File: src/rtl/decode_issue_buffer.sv
// Decode issue buffer: a circular queue between fetch and decode.
// Fetch beats of up to FETCH_W instructions are written at the tail. Up to
// ISSUE_W of the oldest entries are presented to decode from the head, and a
// branch/jump is never presented without its delay slot.
//
// Handshake: a fetch beat transfers on a rising edge when
// in_ready && |in_valid && !flush. in_ready depends only on the registered
// occupancy (and is forced high while flush is asserted). Decode consumes the
// out_take oldest presented slots on each rising edge. out_take must not
// exceed the number of presented slots and must not split a jump from its
// delay slot.
module decode_issue_buffer #(
  parameter int FETCH_W = 2,
  parameter int ISSUE_W = 2,
  parameter int DEPTH   = 8
) (
  input  logic                             clk,
  input  logic                             resetn,
  input  logic                             flush,
  input  logic [FETCH_W-1:0]               in_valid,
  input  logic [FETCH_W-1:0][31:0]         in_pc,
  input  logic [FETCH_W-1:0][31:0]         in_instr,
  input  logic [FETCH_W-1:0]               in_jump,
  output logic                             in_ready,
  output logic [ISSUE_W-1:0]               out_valid,
  output logic [ISSUE_W-1:0][31:0]         out_pc,
  output logic [ISSUE_W-1:0][31:0]         out_instr,
  output logic [ISSUE_W-1:0]               out_is_slot,
  input  logic [$clog2(ISSUE_W+1)-1:0]     out_take,
  output logic [$clog2(DEPTH+1)-1:0]       count
);

  localparam int PW = $clog2(DEPTH);
  localparam int CW = $clog2(DEPTH+1);

  // Entry storage; contents are intentionally left unreset.
  logic [31:0]      pc_mem    [DEPTH];
  logic [31:0]      instr_mem [DEPTH];
  logic [DEPTH-1:0] jump_mem;

  logic [PW-1:0] head_q, head_d;
  logic [PW-1:0] tail_q, tail_d;
  logic [CW-1:0] count_q, count_d;

  logic [CW-1:0] enq_cnt;
  logic          room_ok;
  logic          accept;

  logic [CW-1:0] n_avail;
  logic [CW-1:0] n_pres;
  logic [PW-1:0] cand_idx  [ISSUE_W];
  logic [ISSUE_W-1:0] cand_jump;

  // Number of valid slots in the incoming beat (valid bits are contiguous).
  always_comb begin
    enq_cnt = '0;
    for (int s = 0; s < FETCH_W; s++) begin
      enq_cnt = enq_cnt + CW'(in_valid[s]);
    end
  end

  // Room for a whole beat is judged from registered occupancy only, so a
  // dequeue in a full cycle cannot raise in_ready in that same cycle.
  assign room_ok  = (count_q <= CW'(DEPTH - FETCH_W));
  assign in_ready = flush | room_ok;
  assign accept   = resetn & room_ok & (|in_valid) & ~flush;
  assign count    = count_q;

  // Present the oldest entries; the presented run ends at the last non-jump
  // among the candidates, so every presented jump has its delay slot with it.
  always_comb begin
    n_avail     = (count_q > CW'(ISSUE_W)) ? CW'(ISSUE_W) : count_q;
    n_pres      = '0;
    cand_jump   = '0;
    out_valid   = '0;
    out_is_slot = '0;
    out_pc      = '0;
    out_instr   = '0;
    for (int i = 0; i < ISSUE_W; i++) begin
      cand_idx[i]  = head_q + PW'(i);
      cand_jump[i] = jump_mem[cand_idx[i]];
      out_pc[i]    = pc_mem[cand_idx[i]];
      out_instr[i] = instr_mem[cand_idx[i]];
      if ((CW'(i) < n_avail) && !cand_jump[i]) begin
        n_pres = CW'(i + 1);
      end
    end
    for (int i = 0; i < ISSUE_W; i++) begin
      out_valid[i] = (CW'(i) < n_pres);
    end
    for (int i = 1; i < ISSUE_W; i++) begin
      out_is_slot[i] = out_valid[i] & cand_jump[i-1];
    end
  end

  // Pointer and occupancy next state; flush wins over enqueue and dequeue.
  always_comb begin
    head_d  = head_q;
    tail_d  = tail_q;
    count_d = count_q;
    if (flush) begin
      head_d  = '0;
      tail_d  = '0;
      count_d = '0;
    end else begin
      if (accept) begin
        tail_d = tail_q + PW'(enq_cnt);
      end
      head_d  = head_q + PW'(out_take);
      count_d = count_q + (accept ? enq_cnt : CW'(0)) - CW'(out_take);
    end
  end

  // Pointer and occupancy registers with synchronous active-low reset.
  always_ff @(posedge clk) begin
    if (!resetn) begin
      head_q  <= '0;
      tail_q  <= '0;
      count_q <= '0;
    end else begin
      head_q  <= head_d;
      tail_q  <= tail_d;
      count_q <= count_d;
    end
  end

  // Write the valid slots of an accepted beat in slot order at the tail.
  always_ff @(posedge clk) begin
    if (accept) begin
      for (int s = 0; s < FETCH_W; s++) begin
        if (in_valid[s]) begin
          pc_mem[tail_q + PW'(s)]    <= in_pc[s];
          instr_mem[tail_q + PW'(s)] <= in_instr[s];
          jump_mem[tail_q + PW'(s)]  <= in_jump[s];
        end
      end
    end
  end

endmodule
File: config.mk
export PLATFORM = sky130hd
export DESIGN_NAME = decode_issue_buffer
export DESIGN_NICKNAME = d
export VERILOG_FILES = /design/src/rtl/decode_issue_buffer.sv
export SDC_FILE = /design/constraint.sdc
export NUM_CORES = 1
export LEC_CHECK = 0
export CAP_MARGIN = 10
export CORE_MARGIN = 2
export CORE_UTILIZATION = 40
export DETAILED_ROUTE_END_ITERATION = 10
export PLACE_DENSITY = 0.56
export SYNTH_ARGS = -nofsm -noshare
export SYNTH_HDL_FRONTEND = slang
export SYNTH_SLANG_ARGS = --single-unit
File: constraint.sdc
create_clock -name clk -period 11.09 [get_ports clk]
set_clock_uncertainty 0.1 [all_clocks]
set_input_delay 2.218 -clock clk [delete_from_list [all_inputs] [get_ports clk]]
set_output_delay 2.218 -clock clk [all_outputs]
set_load 0.03 [all_outputs]
## Word level (Yosys, flattened, before mapping)

Memories as Yosys holds them, arrays and structs flattened. A register that Yosys moved wholly into a read port is not among the register bits.
Index checks and enable logic that the tools add are counted.

| storage, ports and cells | value |
|---|---|
| memories kept | 2 |
| word-level logic and storage cells | 65 |
| output and inout bits | 137 |
| RAM bits | 512 |
| register bits after elaboration | 18 |
| bits in latches | 0 |
| ROM bits | 0 |

| cells by class | value |
|---|---|
| bitwise operators | 7 |
| multipliers | 0 |
| div/mod/pow operators | 0 |
| add/sub/neg operators | 7 |
| reductions and logical operators | 8 |
| equal/unequal tests | 0 |
| multiplexer cells | 25 |
| $lt $le $gt $ge | 12 |
| shift-type cells | 0 |

Memories:

| name | depth | bits a word | read ports | clocked after Yosys merged registers in | write ports | RTL line | text |
|---|---|---|---|---|---|---|---|
| instr_mem | 8 | 32 | 2 | 1 | 2 | 38 | `logic [31:0] instr_mem [DEPTH];` |
| pc_mem | 8 | 32 | 2 | 1 | 2 | 37 | `logic [31:0] pc_mem [DEPTH];` |

Operators with widths:

| kind | count |
|---|---|
| $mux W8 | 3 |
| $bwmux W8 | 2 |
| $lt A1 B4 Y1 const A | 4 |
| $lt A3 B4 Y1 const B | 4 |
| $mux W1 | 11 |
| $mux W4 | 2 |
| $add A3 B1 Y3 const B | 2 |
| $add A3 B2 Y3 | 2 |
| $bmux W1 S3 | 2 |
| $demux W1 S3 | 2 |
| $ge A3 B1 Y1 const B | 2 |
| $mux W3 | 2 |
| $add A4 B2 Y4 | 1 |
| $and A1 B1 Y1 | 4 |
| $gt A4 B2 Y1 const B | 1 |
| $le A4 B3 Y1 const B | 1 |
| $logic_and A1 B1 Y1 | 4 |
| $reduce_or A2 Y1 | 2 |
| $sub A4 B2 Y4 | 1 |
| $add A1 B1 Y2 | 1 |
| $logic_not A1 Y1 | 2 |
| $mux W2 | 1 |
| $not A1 Y1 | 2 |
| $or A1 B1 Y1 | 1 |

## Longest topological paths before layout

Gate-level depths: netlist of the first run.

| depth | value |
|---|---|
| depth in word-level cells | 9 |
| gate-level depth with buffers | 15 |
| mapped depth without buffers | 13 |

## Worst setup path after synthesis of the first run

Ideal clock, no wire load.

| path | value |
|---|---|
| path kind | input port to flip-flop |
| start point | in in_valid[0] |
| end point | mem instr_mem[1][0], enable pin |
| slack | 4.050 ns |
| library setup time | 0.507 ns |
| cell stages on the path | 6 |
| arrival | 6.433 ns |
| path buffers | 2 |
| path through | inv_1 > ha_1 > or4_1 > buf_4 > clkbuf_1 > a21oi_1 |

RTL lines:

| item | RTL line | text |
|---|---|---|
| from (decl) | 20 | `input logic [FETCH_W-1:0] in_valid,` |
| to (decl) | 38 |  |

==> metrics.md, run 1 <==
| Metric | Value |
|---|---|
| Req. time, crit path | `8.77 ns` |
| Antenna violations before repair | `9` |
| Setup tns final | `0 ns` |
| Design Area, Final | `37070 µm²` |
| TritonCTS Buffers | `60` |
| CTS Hold Bufs | `0` |
| Status | `completed` |
| Placed instance area | `35170 µm²` |
| H-tree depth | `2` |
| Slew headroom | `0.2036` |
| Min-Delay Endpoint | `tail_q[1]` |
| HP Class | `reg2reg` |
| Ratio of cells with drive above 1 in the final layout | `0.4854` |
| Final Hold Viols | `0` |
| Maximum number of pins on one net before global-route repair | `roughly 130` |
| Clock buffer depth | `3` |
| Die W | `284.6 µm` |
| Vias post-DR | `approximately 18000` |
| Reg2Reg Setup Slack | `approximately 6.2 ns` |
| Number of routed nets with antenna violations | `0` |
| Total Wirelength | `~88000 µm` |
| Synth Net Count | `1850` |
| DR WL/cell | `roughly 29 µm` |
| Fin nets | `around 2100` |
| IO buf count | `approximately 270` |
| Hold_ws | `~0.53 ns` |
| Commonest non-fill, non-tap cell in the layout | `edfxtp_1` |
| WS Path Type | `reg2out` |
| Place WS | `roughly 4.1 ns` |
| Die ar. | `about 81000 µm²` |
| Fin crit period | `~6.9 ns` |
| Netlist cell types | `41` |
| Core Region | `approximately 78000 µm²` |
| Synth warn | `0` |
| Share of the synthesized area in the top cell type | `0.4958` |
| Post-synthesis sequential area ratio | `0.5022` |
| Die H | `284.6 µm` |
| Setup crit start kind | `flip-flop` |
| Most frequent cells in the layout | `edfxtp_1 (520), mux2_2 (322), clkdlybuf4s50_1 (272), mux4_2 (260), mux2_4 (240)` |
| CP Capture Type | `output port` |
| Root Buffer | `clkbuf_16` |
| DR DRC count | `0` |
| Hold path startpoint | `tail_q[1]` |
| Final period util | `0.6227` |
| First-pass DRT Iterations | `5` |
| Final Util | `0.4770` |
| Static Leakage | `between 10 and 15 nW` |
| RSZ-0062 raised after global routing | `false` |
| Post-synthesis cell count | `around 1700` |
| Gr usage total | `0.2145` |
| Worst Reg-to-Reg Cells | `9` |
| Hpwl dp | `between 50000 and 60000 µm` |
| Max-Cap Viols | `0` |
| Row count | `102` |
| CTS clock-pin slew for the worst setup and hold paths | `about 0.060 ns` |
| Largest area contributor in the netlist | `edfxtp_1` |
| Clk Latency, worst-skew pair | `slightly above 0.6 ns` |
| First-pass GRT wire length | `between 100000 and 150000 µm` |
| Total grt overflow | `0` |
| Final worst slack | `around 4.2 ns` |
| RR Startpoint | `count[3]` |
| Cell area after synthesis | `around 31000 µm²` |
| Layout area overhead | `17.72%` |
| Initial Util | `0.4052` |
| Final Max Slew Viols | `0` |
| Worst ir drop on vdd | `between 0.1 and 0.15 mV` |
| Syn_area_per_cell | `18.56 µm²` |
| Setup Buffers After CTS | `0` |
| Peak Freq | `between 100 and 150 MHz` |
| #FFs+latches synth | `530` |
| P per Cell Area | `about 140 nW/µm²` |
| # IOs | `274` |
| Slew @ Worst Pin | `around 1.2 ns` |
| Placer Congestion | `about 0.77` |
| Worst Hold Depth | `2` |
| R2r endpoint | `pc_mem[0][31]` |
| Vias per cell | `5.797` |
| Initial DRC Count | `approximately 1300` |
| Worst Path Max Fanout | `64` |
| Top post-synthesis cells by area | `edfxtp_1 (50%), mux4_2 (19%), mux2_2 (12%)` |
| Crit path DAT | `around 4.6 ns` |
| Vias in the first global route | `about 19000` |
| CTS tree | `done` |
| Critical path startpoint | `head_q[0]` |
| Sink Count | `530` |
| Final Setup Violations | `0` |
| Post-cts gate resize count | `0` |
## cells by family (layout without fill, tap and decap cells)
family	count (synthesis)	after routing	synth area share
AOI/OAI and AO/OA	23	23	0.004211
xor gates and xnor gates	6	6	0.001669
adders and majority gates	16	16	0.007310
buffers and inverters	148	441	0.02638
DFF	530	530	0.5022
muxes	912	912	0.4473
other	1	5	0.0001191
and+or+nand+nor	61	61	0.01085
## state kept, by name, summed over array words and instances, names as in the netlist
register	cells
instr_mem	256
tail_q	3
count	4
jump_mem	8
head_q	3
pc_mem	256
## per-layer routing
metal | track usage | share of wire
met1 | 0.2847 | 0.43
met2 | 0.3662 | 0.50
met3 | 0.03379 | 0.046
met4 | 0.05632 | 0.024
met5 | 0 | 0.00084
## through the flow
stage	power, mW	instances
floorplan	2.826	1697
global placement	3.134	2916
detailed placement	3.144	2916
CTS	5.086	3030
global route	5.196	3033
finish	5.034	3034
## final cells by class
cell class                      instances  area, µm²
Antenna cell                            4      10.01
Tap cell                             1040       1301
Timing Repair Buffer                  309       3013
Clock buffer                           74       1597
Inverter                               18      67.56
Sequential cell                       530      15830
Multi-Input combinational cell       1019      14960
Clock inverter                         40      295.3
Fill cell                            6610      40650
## cell usage after synthesis (all sizes together)
cell and count:
a211oi 1, a21boi 1, a21o 1, a21oi 11, and2 3, and3 3
buf 97, clkbuf 33, conb 1, dfxtp 10, edfxtp 520, fa 4
ha 12, inv 18, mux2 642, mux2i 10, mux4 260, nand2 17
nand2b 3, nand3 4, nand3b 2, nand4 3, nor2 19, nor2b 3
nor3 2, nor3b 1, o211ai 2, o21ai 5, o21bai 1, o31ai 1
or4 1, xnor2 3, xor2 3
## how the worst max path moves through the flow
stage                       to  cells past startpoint
3_5_place_dp     pc_mem[0][31]                      8
5_1_grt          out_instr[26]                      5
2_1_floorplan  instr_mem[1][0]                      6
4_1_cts          out_instr[15]                      5
6_report         out_instr[21]                      5
3_3_place_gp      pc_mem[6][3]                      8
## where the power goes
group | switching [mW] | internal (mW)
registers | 0.0175 | 2.23
clock network | 0.831 | 1.11
logic | 0.419 | 0.426
## worst max-delay path, stage by stage, from the launching register on
cell	delay (ns)
dfxtp_4	0.51
buf_4	0.82
buf_4	0.94
mux4_2	0.60
mux2_2	0.30
clkdlybuf4s50_1	0.62
Note: power is estimated with default switching activity, not from simulation.
==> run 2: changes to the inputs <==
Clock period 11.09 ns to 7.17 ns, I/O delays scaled along.
==> run 2 against run 1 <==
Effect of this change:
- sequential share of layout area fell by 0.18 points
- final cell count barely moved
- hold slack got worse by 0.032 ns
- count of clock-buffer cells in the layout rose by 1
- die area did not move
- sequential cell count did not move
- non-clock buffer count rose by 4
- power rose by 54%
- sequential power rose by 55%
- first-iteration DRC count rose by 25%
- critical path type unchanged
- critical endpoint is now out_pc[14]
==> metrics.md, run 2 (synthesis results as in run 1) <==
| Metric | Value |
|---|---|
| CP Cell Sequence | `buf_4 -> buf_4 -> mux4_2 -> mux2_2 -> clkdlybuf4s50_1 (unchanged)` |
| Most frequent cells in the layout | `edfxtp_1 (520), mux2_2 (322), clkdlybuf4s50_1 (272), mux4_2 (260), mux2_4 (240) (unchanged)` |
| Sw Ratio | `0.2512 (was 0.2518)` |
| Layout Cells excl Fill | `3036 (was 3034)` |
| Setup crit start kind | `flip-flop (unchanged)` |
| Total Wirelength | `89600 µm (was 88350 µm)` |
| # IOs | `274 (unchanged)` |
| CTS clock-pin slew for the worst setup and hold paths | `0.06 ns (about the same)` |
| Die H | `284.6 µm (unchanged)` |
| Vias per cell | `5.826 (was 5.797)` |
| Status | `completed (unchanged)` |
| Commonest non-fill, non-tap cell in the layout | `edfxtp_1 (unchanged)` |
| Final Max Slew Viols | `0 (unchanged)` |
| Initial Util | `0.4052 (unchanged)` |
| P_int | `5.814 mW (was 3.767 mW)` |
| Req. time, crit path | `5.64 ns (was 8.77 ns)` |
| Placer Congestion | `0.7867 (was 0.7737)` |
| Peak Freq | `between 150 and 200 MHz` |
| Final period util | `0.7794` |
| Final Setup Violations | `0 (unchanged)` |
| Placed insts | `2920 (was 2916)` |
| Worst Path Max Fanout | `36 (was 64)` |
| WP buf/inv | `3 (unchanged)` |
| Antenna violations before repair | `6 (was 9)` |
| DR DRC count | `0 (unchanged)` |
| Initial DRC Count | `1561 (was 1251)` |
| Hpwl dp | `51250 µm (was 51150 µm)` |
| H-tree depth | `2 (unchanged)` |
| Vias in the first global route | `18890 (was 18840)` |
| Sink Count | `530 (unchanged)` |
| Slowest Stage Delay on Critical Path | `0.75 ns (was 0.94 ns)` |
| RSZ-0062 raised after global routing | `false (unchanged)` |
| Fin crit period | `roughly 5.6 ns` |
| Worst ir drop on vdd | `0.2214 mV (was 0.1055 mV)` |
| TritonCTS Buffers | `61 (was 60)` |
| Slew @ Worst Pin | `1.271 ns (was 1.195 ns)` |
| Place WS | `1.765 ns (was 4.099 ns)` |
| Final worst slack | `1.582 ns (was 4.184 ns)` |
| Design Area, Final | `37230 µm² (was 37070 µm²)` |
| Ratio of cells with drive above 1 in the final layout | `0.4855 (was 0.4854)` |
| Max-Cap Viols | `0 (unchanged)` |
| Final Hold Viols | `0 (unchanged)` |
| CTS tree | `done (unchanged)` |
| Row count | `102 (unchanged)` |
| Die ar. | `80990 µm² (unchanged)` |
| Root Buffer | `clkbuf_16 (unchanged)` |
| Crit path DAT | `4.05 ns (was 4.59 ns)` |
| CP Capture Type | `output port (unchanged)` |
| CTS Hold Bufs | `0 (unchanged)` |
| HP Class | `reg2reg (unchanged)` |
| Fin nets | `2096 (was 2091)` |
| Vias post-DR | `17690 (was 17590)` |
| IO buf count | `272 (unchanged)` |
| P per Cell Area | `208.5 nW/µm² (was 135.8 nW/µm²)` |
| Static Leakage | `12.66 nW (was 12.62 nW)` |
| Total grt overflow | `0 (unchanged)` |
| Cell family with most CP delay | `buffers and inverters (unchanged)` |
| Setup tns final | `0 ns (unchanged)` |
| Post-cts gate resize count | `0 (unchanged)` |
| Share of power burned in registers | `0.449 (was 0.447)` |
| Clock buffer depth | `3 (unchanged)` |
| First-pass GRT wire length | `130300 µm (was 127600 µm)` |
| Setup Buffers After CTS | `0 (unchanged)` |
| Fill cell count | `6524 (was 6610)` |
| Die W | `284.6 µm (unchanged)` |
| DR WL/cell | `29.51 µm (was 29.12 µm)` |
| CP max stage cell | `buf_4 (unchanged)` |
| Slew headroom | `0.1512 (was 0.2036)` |
| First-pass DRT Iterations | `5 (unchanged)` |
| Core Region | `77720 µm² (unchanged)` |
| Largest registers | `instr_mem: 256 flops, pc_mem: 256 flops, jump_mem: 8 flops (unchanged)` |
| Maximum number of pins on one net before global-route repair | `133 (was 127)` |
| Combinational cell fraction of total power | `0.169 (was 0.168)` |
| WS Path Type | `reg2out (unchanged)` |
| Power share of the clock group | `0.383 (was 0.385)` |
| Number of routed nets with antenna violations | `0 (unchanged)` |
| Clk Latency, worst-skew pair | `0.62 ns (was 0.61 ns)` |
| CP dominant cell by count | `buf_4 (unchanged)` |
| NetSw | `1.950 mW (was 1.267 mW)` |
| Layout area overhead | `18.22% (was 17.72%)` |
| Gr usage total | `0.2198 (was 0.2145)` |
| Placed instance area | `35350 µm² (was 35170 µm²)` |
==> run 2: changes by cell type in the layout (fill, tap and decap cells not counted), moves of 2 or more <==
cell | previous run | this run
clkinv_2 | 16 | 14
buf_4 | 36 | 28
buf_12 | 1 | 13
clkinv_1 | 17 | 19
diode_2 | 4 | 2
==> run 2: power by group through the flow <==
stage / logic (mW) / registers [mW] / clock network, mW
final: 1.31 / 3.48 / 2.97
after global routing: 1.39 / 3.49 / 3.17
after CTS: 1.33 / 3.48 / 3.04
after detailed placement: 1.32 / 3.55 / 0
after global placement: 1.31 / 3.55 / 0
after floorplan: 0.832 / 3.54 / 0
==> run 2: through the flow <==
step	util	hold slack [ns]	total power, mW
global placement	0.4548	0.4826	4.858
finish	0.4790	0.4970	7.764
global route	0.4790	0.5442	8.045
floorplan	-	0.4368	4.370
detailed placement	0.4548	0.4848	4.871
CTS	0.4790	0.4925	7.853
==> run 2: final timing paths <==
kind,cells after the start,startpoint,slack (ns),endpoint
min reg2reg,2,tail_q[1],0.50,tail_q[1]
max,5,head_q[1],1.58,out_pc[14]
max reg2reg,10,count[3],3.11,instr_mem[0][25]
min,2,tail_q[1],0.50,tail_q[1]
==> run 2: final cells by class <==
cell class	instances	area (µm²)	share of cell area
well taps	1040	1301	0.03495
clock buffers	75	1622	0.04355
flip-flops and latches	530	15830	0.4251
multi-input cells	1019	14960	0.4019
diodes	2	5.005	0.0001344
clock inverters	39	255.2	0.006856
repair buffers	313	3193	0.08576
inverters	18	67.56	0.001815
==> run 2: worst reg2reg max path: stages, from the launching register on <==
cell      delay, ns
dfxtp_1        0.35
inv_1          0.09
ha_1           0.19
a21boi_0       0.25
or4_1          0.16
buf_4          0.33
inv_2          0.30
nand2_4        0.25
buf_4          0.81
buf_4          0.60
mux2_4         0.37
==> run 2: layer usage <==
| layer | GRT usage | vias to the layer above | wire (µm) |
|---|---|---|---|
| li1 | - | 7570 | - |
| met1 | 0.2895 | 9511 | 37370 |
| met2 | 0.3800 | 483 | 45700 |
| met3 | 0.03780 | 115 | 4802 |
| met4 | 0.04829 | 8 | 1660 |
| met5 | 0 | - | 62 |
==> run 3: changes to the inputs <==
Clock period 7.17 ns to 5.75 ns, I/O delays scaled along.
==> run 3 against run 2 <==
Effect of this change:
- combinational power rose by 26%
- wire length rose by 0.24%
- sequential power rose by 25%
- sequential share of layout area barely moved
- highest routed layer unchanged
- critical path type unchanged
- power rose by 22%
- hold slack improved by 0.0085 ns
- non-clock buffer count rose by 7
==> metrics.md, run 3 (synthesis results as in run 1) <==
| Metric | Value |
|---|---|
| Status | `completed (unchanged)` |
| Reg2Reg Setup Slack | `2.07 ns (was 3.11 ns)` |
| Clk Latency, worst-skew pair | `0.63 ns (was 0.62 ns)` |
| Final period util | `0.8712` |
| P per Cell Area | `255.0 nW/µm² (was 208.5 nW/µm²)` |
| Post-cts gate resize count | `0 (unchanged)` |
| Final Setup Violations | `0 (unchanged)` |
| Setup crit start kind | `flip-flop (unchanged)` |
| Req. time, crit path | `4.50 ns (was 5.64 ns)` |
| Ratio of cells with drive above 1 in the final layout | `0.4837 (was 0.4855)` |
| Grt peak-use layer | `met2 (unchanged)` |
| Final Hold Viols | `0 (unchanged)` |
| CP max stage cell | `buf_4 (unchanged)` |
| CP Capture Type | `output port (unchanged)` |
| DR DRC count | `0 (unchanged)` |
| Setup Buffers After CTS | `0 (unchanged)` |
| Die ar. | `80990 µm² (unchanged)` |
| Hpwl dp | `51600 µm (was 51250 µm)` |
| Vias in the first global route | `19010 (was 18890)` |
| CTS tree | `done (unchanged)` |
| Static Leakage | `12.66 nW (about the same)` |
| Commonest non-fill, non-tap cell in the layout | `edfxtp_1 (unchanged)` |
| Maximum number of pins on one net before global-route repair | `139 (was 133)` |
| Hold_ws | `0.5055 ns (was 0.4970 ns)` |
| Met2 Usage GRT | `0.3729 (was 0.3800)` |
| Most frequent cells in the layout | `edfxtp_1 (520), mux2_2 (322), clkdlybuf4s50_1 (272), mux4_2 (260), mux2_4 (240) (unchanged)` |
| Critical path startpoint | `head_q[1] (unchanged)` |
| Clock buffer depth | `3 (unchanged)` |
| Peak Freq | `between 150 and 200 MHz` |
| Placer Congestion | `0.8034 (was 0.7867)` |
| Final Util | `0.4792 (was 0.4790)` |
| CTS clock-pin slew for the worst setup and hold paths | `0.06 ns (about the same)` |
| Max-Cap Viols | `0 (unchanged)` |
| Vias post-DR | `17650 (was 17690)` |
| Largest registers | `instr_mem: 256 flops, pc_mem: 256 flops, jump_mem: 8 flops (unchanged)` |
| Worst Path Max Fanout | `55 (was 36)` |
| RR Startpoint | `count[3] (unchanged)` |
| IO buf count | `272 (unchanged)` |
| Worst ir drop on vdd | `0.2525 mV (was 0.2214 mV)` |
| Die W | `284.6 µm (unchanged)` |
| Root Buffer | `clkbuf_16 (unchanged)` |
| Initial DRC Count | `1455 (was 1561)` |
| Sink Count | `530 (unchanged)` |
| First-pass GRT wire length | `130400 µm (was 130300 µm)` |
| CTS Hold Bufs | `0 (unchanged)` |
| Slowest Stage Delay on Critical Path | `0.84 ns (was 0.75 ns)` |
| Total grt overflow | `0 (unchanged)` |
| Die H | `284.6 µm (unchanged)` |
| Final Max Slew Viols | `0 (unchanged)` |
| Row count | `102 (unchanged)` |
| Slew @ Worst Pin | `1.046 ns (was 1.271 ns)` |
| Layout area overhead | `18.26% (was 18.22%)` |
| # IOs | `274 (unchanged)` |
| RSZ-0062 raised after global routing | `false (unchanged)` |
| Setup tns final | `0 ns (unchanged)` |
| Placed instance area | `35490 µm² (was 35350 µm²)` |
| TritonCTS Buffers | `61 (unchanged)` |
| Slew headroom | `0.3027 (was 0.1512)` |
| Total Wirelength | `89820 µm (was 89600 µm)` |
| WS Path Type | `reg2out (unchanged)` |
| Initial Util | `0.4052 (unchanged)` |
| Fin crit period | `~5.0 ns` |
| M3 GR Usage | `0.03997 (was 0.03780)` |
| H-tree depth | `2 (unchanged)` |
| Vias per cell | `5.817 (was 5.826)` |
| HP Class | `reg2reg (unchanged)` |
| Core Region | `77720 µm² (unchanged)` |
| Gr usage total | `0.2198 (about the same)` |
| Met1 usage | `0.2940 (was 0.2895)` |
| CP Cell Sequence | `buf_4 -> mux4_2 -> mux2i_1 -> o21ai_0 -> nand2_1 -> clkdlybuf4s50_1 (was buf_4 -> buf_4 -> mux4_2 -> mux2_2 -> clkdlybuf4s50_1)` |
| First-pass DRT Iterations | `5 (unchanged)` |
| Crit path DAT | `3.76 ns (was 4.05 ns)` |
| DR WL/cell | `29.60 µm (was 29.51 µm)` |
| Hold path startpoint | `tail_q[1] (unchanged)` |
| Fin nets | `2103 (was 2096)` |
| Number of routed nets with antenna violations | `0 (unchanged)` |
| Design Area, Final | `37240 µm² (was 37230 µm²)` |
| Antenna violations before repair | `12 (was 6)` |
run 3: worst paths after layout:
| kind | cells past startpoint | to |
|---|---|---|
| hold reg to reg | 2 | tail_q[1] |
| setup reg to reg | 14 | count[3] |
| setup / recovery | 6 | out_valid[0] |
| hold / removal | 2 | tail_q[1] |
run 3: metal layers:
layer | vias to the layer above | part of all wire
li1 | 7573 | -
met1 | 9451 | 0.43
met2 | 489 | 0.50
met3 | 118 | 0.052
met4 | 18 | 0.020
met5 | - | 0.0013
run 3: report_power, final:
part | internal, mW | switching, mW | leakage, nW
Sequential | 4.31 | 0.0356 | 4.77
Clock | 1.97 | 1.54 | 0.850
Combinational | 0.834 | 0.812 | 7.04
run 3: metrics by stage:
step | power [mW] | std cells | worst slack (ns)
2_1_floorplan | 5.450 | 1697 | -0.2220
3_3_place_gp | 6.058 | 2927 | 0.8732
6_report | 9.497 | 3034 | 0.7405
4_1_cts | 9.597 | 3031 | 0.6958
5_1_grt | 9.831 | 3034 | 0.6257
3_5_place_dp | 6.078 | 2927 | 0.8268
run 3: cell type report:
class | count | area (µm²)
fillers | 6524 | 40480
flip-flops and latches | 530 | 15830
multi-input cells | 1019 | 14960
repair buffers | 320 | 3333
clock buffers | 79 | 1637
well taps | 1040 | 1301
clock inverters | 25 | 110.1
inverters | 18 | 67.56
diodes | 3 | 7.507
run 3: worst max-delay path: cells and delay by family, from the launching register on:
kind / cells / cell delay [ns]
buffers and inverters: 2 / 1.52
muxes: 2 / 0.79
DFF: 1 / 0.55
AOI/OAI and AO/OA: 1 / 0.16
and+or+nand+nor: 1 / 0.10
